$ cat src/rtl/addsub_serial.sv
// addsub_serial: digit-serial two's-complement adder/subtractor.
//
// Processes WIDTH-bit operands DIGIT bits per clock, least significant digit first,
// so a result takes N = WIDTH/DIGIT cycles. Operands are accepted through an
// in_valid_i/in_ready_o handshake. The result and flags are held under an
// out_valid_o/out_ready_i handshake.
//
// Ports:
//   clk          rising-edge clock
//   rst_n        asynchronous active-low reset
//   flush_i      synchronous abort; returns to idle and drops any operation or held result
//   in_valid_i   operands valid
//   in_ready_o   block idle, operands can be accepted
//   a_i, b_i     operands
//   cin_i        carry in for addition (ignored when res_i = 1)
//   res_i        0: a + b + cin, 1: a - b (as a + ~b + 1)
//   out_valid_o  result valid
//   out_ready_i  consumer takes the result
//   s_o          result modulo 2^WIDTH
//   cout_o       carry out of bit WIDTH-1 (for subtraction 1 = no borrow)
//   overflow_o   signed overflow (carry into MSB xor carry out of MSB)
//   negativo_o   s_o[WIDTH-1] and subtraction
//   cero_o       s_o == 0
module addsub_serial #(
    parameter int unsigned WIDTH = 16,
    parameter int unsigned DIGIT = 4
) (
    input  logic             clk,
    input  logic             rst_n,
    input  logic             flush_i,
    input  logic             in_valid_i,
    output logic             in_ready_o,
    input  logic [WIDTH-1:0] a_i,
    input  logic [WIDTH-1:0] b_i,
    input  logic             cin_i,
    input  logic             res_i,
    output logic             out_valid_o,
    input  logic             out_ready_i,
    output logic [WIDTH-1:0] s_o,
    output logic             cout_o,
    output logic             overflow_o,
    output logic             negativo_o,
    output logic             cero_o
);

    localparam int unsigned N    = WIDTH / DIGIT;
    localparam int unsigned CntW = (N > 1) ? $clog2(N) : 1;
    localparam logic [CntW-1:0] LastCnt = CntW'(N - 1);

    if (WIDTH < 2 || DIGIT < 1 || DIGIT > WIDTH || (WIDTH % DIGIT) != 0) begin : g_param_err
        $error("addsub_serial: illegal WIDTH/DIGIT combination");
    end

    typedef enum logic [1:0] {
        StIdle,
        StRun,
        StDone
    } state_e;

    state_e state_q, state_d;

    // Operand shift registers; b_q already holds ~b for subtraction.
    logic [WIDTH-1:0] a_q, a_d;
    logic [WIDTH-1:0] b_q, b_d;
    logic [WIDTH-1:0] a_shr, b_shr;

    logic [WIDTH-1:0] sum_q, sum_d;
    logic [CntW-1:0]  cnt_q, cnt_d;
    logic             carry_q, carry_d;
    logic             res_q, res_d;

    logic cout_q, cout_d;
    logic ovf_q, ovf_d;
    logic neg_q, neg_d;
    logic cero_q, cero_d;

    logic [DIGIT:0] digit_sum;
    logic           msb_cin;
    logic           last_digit;

    // One digit of the ripple: low DIGIT bits of each operand plus the stored carry.
    assign digit_sum = {1'b0, a_q[DIGIT-1:0]} + {1'b0, b_q[DIGIT-1:0]}
                     + {{DIGIT{1'b0}}, carry_q};

    // Carry into the top bit of the digit recovered from sum = a ^ b ^ carry_in.
    // On the last digit this is the carry into bit WIDTH-1.
    assign msb_cin = a_q[DIGIT-1] ^ b_q[DIGIT-1] ^ digit_sum[DIGIT-1];

    assign last_digit = (cnt_q == LastCnt);

    if (DIGIT < WIDTH) begin : g_shift
        assign a_shr = {{DIGIT{1'b0}}, a_q[WIDTH-1:DIGIT]};
        assign b_shr = {{DIGIT{1'b0}}, b_q[WIDTH-1:DIGIT]};
    end else begin : g_no_shift
        assign a_shr = '0;
        assign b_shr = '0;
    end

    always_comb begin
        state_d = state_q;
        a_d     = a_q;
        b_d     = b_q;
        sum_d   = sum_q;
        cnt_d   = cnt_q;
        carry_d = carry_q;
        res_d   = res_q;
        cout_d  = cout_q;
        ovf_d   = ovf_q;
        neg_d   = neg_q;
        cero_d  = cero_q;

        if (flush_i) begin
            // Same visible state as reset; operands are don't-care once idle.
            state_d = StIdle;
            sum_d   = '0;
            cnt_d   = '0;
            carry_d = 1'b0;
            cout_d  = 1'b0;
            ovf_d   = 1'b0;
            neg_d   = 1'b0;
            cero_d  = 1'b0;
        end else begin
            unique case (state_q)
                StIdle: begin
                    if (in_valid_i) begin
                        state_d = StRun;
                        a_d     = a_i;
                        b_d     = res_i ? ~b_i : b_i;
                        res_d   = res_i;
                        carry_d = res_i | cin_i;
                        cnt_d   = '0;
                        sum_d   = '0;
                        cout_d  = 1'b0;
                        ovf_d   = 1'b0;
                        neg_d   = 1'b0;
                        cero_d  = 1'b0;
                    end
                end
                StRun: begin
                    sum_d[cnt_q*DIGIT +: DIGIT] = digit_sum[DIGIT-1:0];
                    a_d     = a_shr;
                    b_d     = b_shr;
                    carry_d = digit_sum[DIGIT];
                    cnt_d   = cnt_q + CntW'(1);
                    if (last_digit) begin
                        // Flags only from the completed result and final carries.
                        state_d = StDone;
                        cnt_d   = '0;
                        cout_d  = digit_sum[DIGIT];
                        ovf_d   = msb_cin ^ digit_sum[DIGIT];
                        neg_d   = sum_d[WIDTH-1] & res_q;
                        cero_d  = (sum_d == '0);
                    end
                end
                StDone: begin
                    if (out_ready_i) begin
                        state_d = StIdle;
                    end
                end
                default: begin
                    state_d = StIdle;
                end
            endcase
        end
    end

    always_ff @(posedge clk or negedge rst_n) begin
        if (!rst_n) begin
            state_q <= StIdle;
        end else begin
            state_q <= state_d;
        end
    end

    always_ff @(posedge clk or negedge rst_n) begin
        if (!rst_n) begin
            a_q     <= '0;
            b_q     <= '0;
            sum_q   <= '0;
            cnt_q   <= '0;
            carry_q <= 1'b0;
            res_q   <= 1'b0;
            cout_q  <= 1'b0;
            ovf_q   <= 1'b0;
            neg_q   <= 1'b0;
            cero_q  <= 1'b0;
        end else begin
            a_q     <= a_d;
            b_q     <= b_d;
            sum_q   <= sum_d;
            cnt_q   <= cnt_d;
            carry_q <= carry_d;
            res_q   <= res_d;
            cout_q  <= cout_d;
            ovf_q   <= ovf_d;
            neg_q   <= neg_d;
            cero_q  <= cero_d;
        end
    end

    // Outputs are decodes of flops only.
    assign in_ready_o  = (state_q == StIdle);
    assign out_valid_o = (state_q == StDone);
    assign s_o         = sum_q;
    assign cout_o      = cout_q;
    assign overflow_o  = ovf_q;
    assign negativo_o  = neg_q;
    assign cero_o      = cero_q;

endmodule

$ cat config.mk
export PLATFORM = sky130hd
export DESIGN_NAME = addsub_serial
export DESIGN_NICKNAME = d
export VERILOG_FILES = /design/src/rtl/addsub_serial.sv
export SDC_FILE = /design/constraint.sdc
export NUM_CORES = 1
export LEC_CHECK = 0
export CELL_PAD_IN_SITES_DETAIL_PLACEMENT = 0
export CELL_PAD_IN_SITES_GLOBAL_PLACEMENT = 1
export CORE_MARGIN = 2
export CORE_UTILIZATION = 35
export DETAILED_ROUTE_END_ITERATION = 10
export PLACE_DENSITY = 0.8
export SYNTH_ARGS = -nofsm -noshare
export SYNTH_HDL_FRONTEND = slang
export SYNTH_SLANG_ARGS = --single-unit
$ cat constraint.sdc
create_clock -name clk -period 2.1 [get_ports clk]
set_input_delay 0.42 -clock clk [delete_from_list [all_inputs] [get_ports clk]]
set_output_delay 0.42 -clock clk [all_outputs]
set_load 0.01 [all_outputs]
; Word level (Yosys, flattened, before mapping)
; Cells that the tools add are included.
[word_totals]
reg_bits = 58
latch_bits = 0
mem_bits_rw = 0
rom_bits = 0
out_inout_bits = 22
word_cells = 74
memories = 0
[op_classes]
n_addsub = 4
mul = 0
div_mod_pow = 0
n_lt_le_gt_ge = 0
eq_ne = 7
shifts = 2
muxes = 34
n_bitwise = 7
n_reduce_logical = 9
[op_table]
columns = op, n
row1 = $pmux W16 S2, 3
row2 = $mux W16, 5
row3 = $neg A4 Y34, 1
row4 = $shift A4 B34 Y16 const A, 1
row5 = $shiftx A4 B34 Y16, 1
row6 = $bwmux W16, 1
row7 = $logic_not A16 Y1, 1
row8 = $not A16 Y16, 1
row9 = $mux W2, 7
row10 = $reduce_and A3 Y1, 4
row11 = $mux W1, 11
row12 = $pmux W1 S2, 5
row13 = $ne A3 B3 Y1 const B, 2
row14 = $pmux W2 S3, 1
row15 = $add A4 B4 Y5, 1
row16 = $add A5 B1 Y5, 1
row17 = $eq A2 B2 Y1 const B, 2
row18 = $pmux W2 S2, 1
row19 = $ne A3 B2 Y1 const B, 1
row20 = $reduce_bool A3 Y1, 1
row21 = $xor A1 B1 Y1, 3
row22 = $add A2 B1 Y2 const B, 1
row23 = $eq A2 B1 Y1 const B, 1
row24 = $logic_not A2 Y1, 1
row25 = other kinds (6), 6

; Depth between registers and ports, before layout
[depth]
ltp_word = 8
depth_mapped = 8
ltp_nobuf = 8

; Worst setup path before layout
; No wires, ideal clock.
[synth_path]
kind = reg2reg
start = register cnt_q[0]
end = register cero_q, in the netlist cero_o
setup_time_ps = 135
t_arrival_ps = 1942
required_ps = 1965
setup_slack_ps = 23
path_stages_with_launch = 9
path_buffers = 1
synth_period_minus_slack_ps = 2077
path_cell_list = dfrtp_1 inv_1 ha_1 clkbuf_1 nand2_1 nor3_2 a21oi_1 a2111oi_0 o41ai_1
[synth_between]
elab_chain_cells = 7
elab_cells_between_ends = 11
[synth_rtl]
columns = element, line_no
row1 = "start, declared", 68  ; logic [CntW-1:0] cnt_q, cnt_d;
row2 = "start signal, assigned", 191  ; cnt_q <= cnt_d;
row3 = $neg A4 Y34, 140  ; sum_d[cnt_q*DIGIT +: DIGIT] = digit_sum[DIGIT-1:0];
row4 = $shiftx A4 B34 Y16 / $shift A4 B34 Y16 (equally long branches), 140
row5 = $bwmux W16, 140
row6 = $logic_not A16 Y1, 152  ; cero_d = (sum_d == '0);
row7 = $mux W1, 145  ; if (last_digit) begin
row8 = $pmux W1 S2, 123  ; unique case (state_q)
row9 = $mux W1, 112  ; if (flush_i) begin
row10 = "end signal, assigned", 197  ; cero_q <= cero_d;
row11 = "end, declared", 75  ; logic cero_q, cero_d;
; Several ways; a longest one is shown, not always the timed one. The select of a mux whose other input is x is not followed.
; A chain may end at the register's enable or synchronous reset.

; Final worst setup path
[layout_path]
start = register a_q[0]
end = register cero_q, in the netlist cero_o
[layout_between]
elab_chain_cells = 8
[layout_rtl]
columns = element, line_no
row1 = "start, declared", 63  ; logic [WIDTH-1:0] a_q, a_d;
row2 = "start signal, assigned", 177  ; a_q <= '0;
row3 = "start signal, assigned", 188  ; a_q <= a_d;
row4 = $add A4 B4 Y5, 82  ; assign digit_sum = {1'b0, a_q[DIGIT-1:0]} + {1'b0, b_q[DIGIT-1:0]}
row5 = $add A5 B1 Y5, 83  ; + {{DIGIT{1'b0}}, carry_q};
row6 = $shiftx A4 B34 Y16, 140
row7 = $bwmux W16, 140
row8 = $logic_not A16 Y1, 152
row9 = $mux W1, 145
row10 = $pmux W1 S2, 123
row11 = $mux W1, 112
; No other way between the ends. The select of a mux whose other input is x is not followed.

==> flow_metrics.tcl <==
set metrics [dict create \
    status "finished clean" \
    setup_viol 0 \
    synthAdderAreaFrac 0.0507 \
    period_share 0.967 \
    fmax_mhz 492 \
    synth_cell_types 43 \
    intPower_w 0.00232 \
    clock_path_buffers 2 \
    synthTopCellsByArea "dfrtp_1, nand2_1, xnor2_1" \
    antenna_found_initial 0 \
    crit_arrival_ns 2.25 \
    totalNegativeSetupSlack_ns 0 \
    grt_max_degree 38 \
    fillerInstances 814 \
    clock_latency_ns 0.34 \
    worst_slew_pin_slew_ns 0.558 \
    switching_share 0.288 \
    io_pins 61 \
    p_seq_frac 0.408 \
    power.switching_w 0.000938 \
    synthCells 322 \
    worst-r2r-setup-slack_ns 0.07 \
    relSlewSlack 0.628 \
    die_x_um 96.7 \
    start_kind "flop" \
    drive_above_1_share 0.115 \
    drt_first_pass_iters 4 \
    tritoncts "done" \
    r2r-end "cero_o$_DFFE_PN0P_" \
    yosys.area_share.simple 0.183 \
    critPathKind "flop to flop" \
    io_buffers 60 \
    drv_cap 0 \
    hold_violations 0 \
    ff2ff_path_depth 8 \
    synth_mux_area_frac 0.00707 \
    totalWireLength_um 7220 \
    ys_warn_count 0 \
    clkTransAtPathRegs_ns 0.06 \
    drtIter0Drc 86 \
    fp.dieH_um 96.7 \
    end_kind "flop" \
    dp_cells 487 \
    cts_buffers 9 \
    clock_power_share 0.353 \
    power.leakage_nw 1.77 \
    instances_no_fill 504 \
    nets 444 \
    area_growth_pct 35.5 \
    synth_seq_cells 58 \
    syn_nets 372 \
    antenna_left 0 \
    core_area_um2 8260 \
    combPwrFrac 0.240 \
    wl_per_cell_um 14.3 \
    yosysTopAreaCell "dfrtp_1" \
    critPathMaxFanout 2 \
    grt_pass1_vias 2433 \
    synth.cell_area_um2 3010 \
    dieArea_um2 9350 \
    grt_util_all_layers 0.159 \
    cp-startpoint "a_q[0]$_DFFE_PN0P_" \
    grt_pass1_wl_um 12300 \
    yosysSeqAreaShare 0.482 \
    dp_hpwl_um 5230 \
    rows 33 \
    ir_worst_vdd_v 0.000350 \
    synth_area_per_cell_um2 9.35 \
    place.gp.congestion 0.910 \
    vias_per_cell 5.10 \
    synth_top_family_by_area "compound AO/OA/AOI/OAI gates" \
    cts_root_buf "clkbuf_8" \
    period_minus_slack_ns 2.03 \
    htree_levels 3 \
    crit_required_ns 2.32 \
    antenna_cells 0 \
    power.density_nw_per_um2 798 \
    synth-xor-area-share 0.0553 \
    vias 2571 \
    start_util 0.364 \
    hp-class "input pin to asynchronous set/reset pin" \
    skew_ns 0.0121 \
    synth.top_cell.area_share 0.482 \
    r2r-start "a_q[0]$_DFFE_PN0P_" \
    grt-ovfl-total 0 \
    clock_sinks 58 \
    drc_errors 0 \
    final_max_slew_viol_count 0 \
    synth_compound_area_frac 0.183 \
]
[power groups by stage]
stage	sequential (W)	combinational [W]	clock [W]
global route	0.00135	0.000874	0.00122
finish	0.00133	0.000780	0.00115
global placement	0.00134	0.000739	0
detailed placement	0.00135	0.000750	0
floorplan	0.00133	0.000465	0
CTS	0.00133	0.000762	0.00117
[flip-flops by register name, indices dropped and copies added, names as in the netlist]
signal,cells
s_o,16
cero_o,1
a_q,16
negativo_o,1
res_q,1
carry_q,1
cnt_q,2
overflow_o,1
cout_o,1
state_q,2
b_q,16
[stage by stage]
step | area [um^2] | utilization | power (W) | hold WS (ns) | setup slack (ns)
6_report | 4080 | 0.494 | 0.00325 | 0.0707 | 0.0694
5_1_grt | 4080 | 0.494 | 0.00344 | 0.108 | -0.00985
4_1_cts | 4060 | 0.491 | 0.00326 | 0.0894 | 0.0239
3_5_place_dp | 3830 | 0.464 | 0.00210 | 0.454 | -0.0203
3_3_place_gp | 3830 | 0.464 | 0.00208 | 0.438 | 0.0750
2_1_floorplan | 3010 | - | 0.00180 | 0.124 | 0.0235
[kinds of logic after synthesis]
| group | count (synthesis) |
|---|---|
| flops | 58 |
| simple gates | 120 |
| buf+inv | 27 |
| mux | 2 |
| compound gates | 85 |
| xor+xnor | 19 |
| fa+ha+maj | 11 |
[what timing repair did]
action	in CTS	in global routing
buffers inserted	0	1
setup endpoints to repair	2	8
hold buffers	0	0
gates resized for setup	1	4
[synthesized netlist by cell type]
library cell	instances
nor4b_2	2
and2b_1	1
mux2i_1	1
buf_4	1
o41ai_1	1
nor3_1	4
nor2_1	32
a211oi_1	1
xnor2_1	18
a41oi_1	1
a22o_1	13
nand3_1	5
or3_1	3
fa_1	2
and3_1	2
dfrtp_1	58
a31oi_1	12
inv_1	8
buf_1	1
ha_1	9
nor4_1	3
o21ai_0	24
a2111oi_0	1
nor2_2	1
o221ai_1	1
o22ai_1	2
clkbuf_1	13
and2_1	1
o31ai_1	4
nand2_1	55
nor2b_1	4
a21oi_1	17
mux2_2	1
xor2_1	1
o21bai_1	1
a32o_1	5
nor3_2	2
buf_6	1
or2b_1	1
nand2b_1	4
buf_2	3
a22oi_1	1
a21o_1	1
[critical path, stage by stage, from the launching register on]
cell,delay (ns)
dfrtp_1,0.40
fa_1,0.45
inv_1,0.09
fa_1,0.20
xnor2_1,0.10
a21oi_1,0.13
a2111oi_1,0.06
buf_4,0.15
o41ai_2,0.34
[how the worst max path moves through the flow]
| stage | to | slack (ns) | cells after the start |
|---|---|---|---|
| floorplan | cero_o$_DFFE_PN0P_ | 0.02 | 8 |
| global placement | s_o[3]$_DFFE_PN0P_ | 0.07 | 6 |
| detailed placement | cero_o$_DFFE_PN0P_ | -0.02 | 6 |
| CTS | cero_o$_DFFE_PN0P_ | 0.02 | 6 |
| global route | cero_o$_DFFE_PN0P_ | -0.01 | 8 |
| finish | cero_o$_DFFE_PN0P_ | 0.07 | 8 |
[per-layer routing]
layer | share of wire | global-route usage | vias up | wire, um
met2 | 0.48 | 0.251 | 78 | 3440
li1 | - | - | 1265 | -
met3 | 0.044 | 0.0412 | 12 | 317
met1 | 0.47 | 0.218 | 1216 | 3370
met4 | 0.012 | 0.0423 | 0 | 85
met5 | 0 | 0 | - | 0
[final cells by class]
cell class / instances / area, um^2 / area share
sequential: 58 / 1450 / 0.356
timing repair buffer: 80 / 783 / 0.192
tap: 105 / 131 / 0.0322
clock buffer: 11 / 141 / 0.0347
inverter: 8 / 30.0 / 0.00736
clock inverter: 5 / 77.6 / 0.0190
multi-input combinational: 237 / 1460 / 0.358
[placed cells by master (no fill, tap or decap), drive strengths merged, types with 3 or more instances in the layout]
cell type      synthesis  routed
nand3                  5       5
a21oi                 17      17
nor2                  33      33
nand2b                 4       4
clkbuf                13      11
ha                     9       9
buf                    6      21
xnor2                 18      18
or3                    3       3
o31ai                  4       4
clkdlybuf4s50          0      59
nand2                 55      55
o21ai                 24      24
a32o                   5       5
inv                    8       8
a31oi                 12      12
nor4                   3       3
nor2b                  4       4
a22o                  13      13
dfrtp                 58      58
nor3                   6       6
Power figures use the tool's default switching activity.
